<file path="config.mk">
export PLATFORM = sky130hd
export DESIGN_NAME = tile_pack4_tx
export DESIGN_NICKNAME = d
export VERILOG_FILES = /design/src/rtl/tile_pack4_tx.sv
export SDC_FILE = /design/constraint.sdc
export NUM_CORES = 1
export LEC_CHECK = 0
export CAP_MARGIN = 30
export CELL_PAD_IN_SITES_DETAIL_PLACEMENT = 1
export CELL_PAD_IN_SITES_GLOBAL_PLACEMENT = 1
export CORE_MARGIN = 2
export CORE_UTILIZATION = 39
export DETAILED_ROUTE_END_ITERATION = 8
export GPL_TIMING_DRIVEN = 1
export PLACE_DENSITY_LB_ADDON = 0.1
export SYNTH_ARGS = -nofsm -noshare
export SYNTH_HDL_FRONTEND = slang
export SYNTH_SLANG_ARGS = --single-unit
</file>
<file path="constraint.sdc">
create_clock -name clk -period 6.5 [get_ports clk]
set_input_delay 0.975 -clock clk [delete_from_list [all_inputs] [get_ports clk]]
set_output_delay 0.975 -clock clk [all_outputs]
set_load 0.03 [all_outputs]
</file>
<file path="src/rtl/tile_pack4_tx.sv">
// Packs signed Q8.8 scalars into 4-lane tiles with lane mask and last marker; optional clamp via TILE_PACK_CLAMP_EN.
// Latency: the completing beat accepted at cycle N presents its tile at N+1; sustained 1 scalar/cycle, no bubble between tiles.
// Backpressure: the non-completing beats keep flowing while a tile is held; only the completing beat waits for out_ready.
module tile_pack4_tx #(
   parameter int TILE_SIZE = 4,
   parameter int IN_W      = 16,
   parameter int LEN_W     = 16
) (
   input  logic                            clk,
   input  logic                            rst,
   input  logic                            start,
   input  logic [LEN_W-1:0]                cfg_len,
   output logic                            busy,
   input  logic                            in_valid,
   output logic                            in_ready,
   input  logic [IN_W-1:0]                 in_data,
   output logic                            out_valid,
   input  logic                            out_ready,
   output logic [TILE_SIZE-1:0][IN_W-1:0]  out_vec,
   output logic [TILE_SIZE-1:0]            out_mask,
   output logic                            out_last
);

   localparam int LANE_W = $clog2(TILE_SIZE);

   generate
      if (TILE_SIZE != 4) begin : g_bad_tile
         $error("tile_pack4_tx: only TILE_SIZE=4 is supported");
      end
   endgenerate

   typedef enum logic {
      IDLE = 1'b0,
      FILL = 1'b1
   } state_t;

   state_t                         state;
   logic [LEN_W-1:0]               remaining;
   logic [LANE_W-1:0]              lane_idx;
   logic [TILE_SIZE-1:0][IN_W-1:0] fill_vec;
   logic [TILE_SIZE-1:0]           fill_mask;

   logic                           completing;
   logic                           out_writable;
   logic                           accept;
   logic [IN_W-1:0]                beat_dat;
   logic [TILE_SIZE-1:0][IN_W-1:0] next_vec;
   logic [TILE_SIZE-1:0]           next_mask;

   // A beat closes the tile when it fills the top lane or is the frame's final element.
   assign completing   = (lane_idx == LANE_W'(TILE_SIZE - 1)) || (remaining == LEN_W'(1));
   assign out_writable = !out_valid || out_ready;
   assign in_ready     = (state == FILL) && (!completing || out_writable);
   assign accept       = in_valid && in_ready;
   assign busy         = (state != IDLE) || out_valid;

`ifdef TILE_PACK_CLAMP_EN
   localparam logic signed [IN_W-1:0] SAT_HI = IN_W'(1023);
   localparam logic signed [IN_W-1:0] SAT_LO = IN_W'(-1024);

   // Saturate the incoming scalar into the sigmoid LUT domain before it is stored.
   always_comb begin
      beat_dat = in_data;
      if ($signed(in_data) > SAT_HI) begin
         beat_dat = SAT_HI;
      end else if ($signed(in_data) < SAT_LO) begin
         beat_dat = SAT_LO;
      end
   end
`else
   assign beat_dat = in_data;
`endif

   // Fill lanes with the current beat merged in; lanes above lane_idx are still zero.
   always_comb begin
      next_vec            = fill_vec;
      next_mask           = fill_mask;
      next_vec[lane_idx]  = beat_dat;
      next_mask[lane_idx] = 1'b1;
   end

   // Frame FSM: latch the length on start, walk the lanes, return to IDLE after the final element.
   always_ff @(posedge clk or posedge rst) begin
      if (rst) begin
         state     <= IDLE;
         remaining <= '0;
         lane_idx  <= '0;
         fill_vec  <= '0;
         fill_mask <= '0;
      end else begin
         case (state)
            IDLE: begin
               if (start && (cfg_len != '0)) begin
                  remaining <= cfg_len;
                  lane_idx  <= '0;
                  fill_vec  <= '0;
                  fill_mask <= '0;
                  state     <= FILL;
               end
            end
            FILL: begin
               if (accept) begin
                  remaining <= remaining - LEN_W'(1);
                  if (completing) begin
                     lane_idx  <= '0;
                     fill_vec  <= '0;
                     fill_mask <= '0;
                     if (remaining == LEN_W'(1)) begin
                        state <= IDLE;
                     end
                  end else begin
                     lane_idx  <= lane_idx + LANE_W'(1);
                     fill_vec  <= next_vec;
                     fill_mask <= next_mask;
                  end
               end
            end
            default: state <= IDLE;
         endcase
      end
   end

   // Output register: load on a completing beat, drop valid when consumed, hold contents otherwise.
   always_ff @(posedge clk or posedge rst) begin
      if (rst) begin
         out_valid <= 1'b0;
         out_vec   <= '0;
         out_mask  <= '0;
         out_last  <= 1'b0;
      end else if (accept && completing) begin
         out_valid <= 1'b1;
         out_vec   <= next_vec;
         out_mask  <= next_mask;
         out_last  <= (remaining == LEN_W'(1));
      end else if (out_ready) begin
         out_valid <= 1'b0;
      end
   end

endmodule

</file>
==> impl_metrics.toml <==
[run_status]
status = "complete, no violations"

[clock_tree]
clkTransAtPathRegs_ns = 0.06
cts_made_buffers = 17
cts_repair_resize_count = 0
clock-sinks = 157
htree_levels = 4
post-cts-setup-buffer-count = 0
cts_hold_buf = 0
cts_tree = "built"
clock_latency_ns = 0.42
cts_root_buffer = "clkbuf_16"
clock_path_buffers = 2

[floorplan]
dieArea_um2 = 18900
die_x_um = 137
initial_core_util_pct = 40.0
core_region_area_um2 = 17400
rows = 48
io_pins = 109
die_h_um = 137

[finish]
drive_above_1_share_pct = 6.98
layout.nets = 762
n_fill_cell = 1823
seq_area_um2 = 3930
area_growth_pct = 27.8
final_cell_area_um2 = 8870
post-route-util_pct = 51.1
multi_input_area_um2 = 2780
antenna_cells = 0

[detailed_routing]
drtAntennaViolNets = 0
drt_iter0_drc = 247
wire_per_inst_um = 19.4
drc = 0
dr.pass1.iters = 4
via_per_inst = 5.40
via_count = 5159
totalWireLength_um = 18500

[sta]
fin_crit_ns = 3.64
fin_ws_ns = 2.86
skew_ns = 0.00758
tightest_slew_ns = 0.933
relSlewSlack_pct = 37.7
rsz0062_at_grt = "false"
final.period_utilization_pct = 56.0
hold_viol = 0
maxSlewViolCount = 0
fmax_ghz = 0.275
finalSetupViolCount = 0
tns_ns = 0

[synthesis]
avgSynthCellArea_um2 = 11.1
synthFlopType = "dfrtp_1"
syn_nets = 668
netlist.area_leader.share_pct = 56.6
ys_ff_latch = 157
async_reset_ff_share_pct = 100
synth_cell_types = 48
synth_seq_area_share_pct = 56.6
synth-edff-count = 0
synthTopCellsByCount = "dfrtp_1 (157), nand2_1 (87), o21ai_0 (71), mux2i_1 (65), a22o_1 (48)"
yosysTopAreaCell = "dfrtp_1"
synth.most_common_cell = "dfrtp_1"
synth.area.top_cells = "dfrtp_1 (57%), mux2i_1 (9.4%), a22o_1 (6.1%), o21ai_0 (5.1%), nand2_1 (4.7%)"
synth_cells = 625
syn_area_um2 = 6940
synth_warnings = 0

[worst_setup_path]
crit_fanout = 5
cp-start-kind = "flop"
slowest_delay_ns = 0.59
crit_start = "remaining[1]"
crit_type = "flop to output port"
worst-endpoint-required_ns = 5.52
crit_path_cell_trace = "inv_1 -> ha_1 -> nor4b_4 -> and4_1 -> nor2_1 -> o21a_1 -> clkdlybuf4s50_1"
end_kind = "output port"
arrival_ns = 2.67
slowest_stage = "clkdlybuf4s50_1"
r2r-start = "state"

[grt]
grt_max_degree = 93
grt-ovfl-total = 0
antenna_found_initial = 0
grt_pass1_wl_um = 30100
first_global_vias = 5550
track_usage_pct = 20.9

[power_and_ir_drop]
finalPower_mw = 4.23
leakagePower_nw = 3.90
cellPowerDensity_nw_per_um2 = 477
ir_worst_vdd_v = 0.000214

[hold_path]
worstHoldPathType = "flop to flop"
hold_path_startpoint = "out_vec[63]"

[place]
postPlaceCellArea_um2 = 8230
portBuffers = 108
place.gp.congestion = 0.813
post-place-ws_ns = 2.88
detailed_place_hpwl_um = 12600

[job]
drv_cap = 0
-- power by group --
part	switching, mW	internal [mW]	leakage (nW)
Sequential	0.256	1.30	2.05
Clock	0.394	0.689	0.310
Combinational	0.916	0.676	1.53
-- worst paths after layout --
path                           endpoint  cells past startpoint  slack (ns)
min in group asynchronous  fill_vec[50]                      2        1.10
setup / recovery               in_ready                      7        2.86
hold / removal              out_vec[63]                      2        0.47
hold reg to reg             out_vec[63]                      2        0.47
setup reg to reg            fill_vec[8]                      7        3.74
max in group asynchronous  fill_vec[34]                      3        4.01
-- cells by family (layout without fill, tap and decap cells) --
kind of cell               Yosys count  after routing  synth area share [%]
muxes                               65             65                  9.38
DFF                                157            157                  56.6
adders and majority gates            6              6                  1.08
and+or+nand+nor                    162            162                  11.8
buffers and inverters               51            157                  3.50
AOI/OAI and AO/OA                  184            184                  17.6
-- metal layers --
| layer | vias to the layer above | share of wire (%) | global-route usage (%) |
|---|---|---|---|
| li1 | 2423 | - | - |
| met1 | 2623 | 46 | 27.8 |
| met2 | 95 | 50 | 34.7 |
| met3 | 18 | 3.4 | 3.86 |
| met4 | 0 | 1.3 | 6.64 |
| met5 | - | 0 | 0 |
-- worst max-delay path, delay by kind of cell (launching register included) --
kind	cells	cell delay (ns)
buffers and inverters	2	0.70
AND/OR/NAND/NOR	3	0.79
flip-flops	1	0.39
adder cells (fa/ha/maj)	1	0.16
AO/OA/AOI/OAI	1	0.21
-- per-stage QoR --
stage                     hold WS [ns]  cells
final                            0.474    956
after global routing             0.494    956
after CTS                        0.484    956
after detailed placement         0.470    925
after global placement           0.464    922
after floorplan                  0.453    625
-- registers in the layout, summed over array words and instances (netlist names) --
register and count:
out_mask 4, out_vec 64, fill_vec 64, fill_mask 4, remaining 16, state 1
out_last 1, lane_idx 2, out_valid 1
-- placed cells by master, fill, tap and decap left out, types with 2 or more instances in the layout --
cell type / netlist / layout
inv_1: 9 / 8
nor4_1: 4 / 4
dfrtp_1: 157 / 157
clkinv_2: 0 / 3
bufinv_16: 0 / 5
a21oi_1: 28 / 28
mux2i_1: 65 / 65
o22a_1: 5 / 5
a31oi_1: 3 / 3
o21ai_0: 71 / 71
inv_6: 0 / 2
or3_1: 5 / 5
nand3_1: 6 / 6
nor3_1: 5 / 5
nor2_1: 15 / 15
nand2b_1: 6 / 6
and2_1: 17 / 17
o21ai_4: 3 / 4
o21ai_1: 6 / 6
buf_4: 0 / 6
clkdlybuf4s50_1: 0 / 108
and3_1: 3 / 3
o31ai_1: 2 / 2
o22ai_1: 6 / 6
clkbuf_1: 21 / 2
ha_1: 6 / 6
clkbuf_16: 0 / 17
nor4_4: 2 / 2
a22o_1: 48 / 48
nand2_1: 87 / 87
nor2b_1: 3 / 3
buf_16: 0 / 3
-- layout make-up --
type / instances / area share [%]
multi-input combinational: 417 / 31.3
tap: 225 / 3.17
inverter: 9 / 0.437
timing repair buffer: 117 / 13.6
sequential: 157 / 44.3
clock buffer: 20 / 5.04
clock inverter: 11 / 2.14
Power figures use the tool's default switching activity.
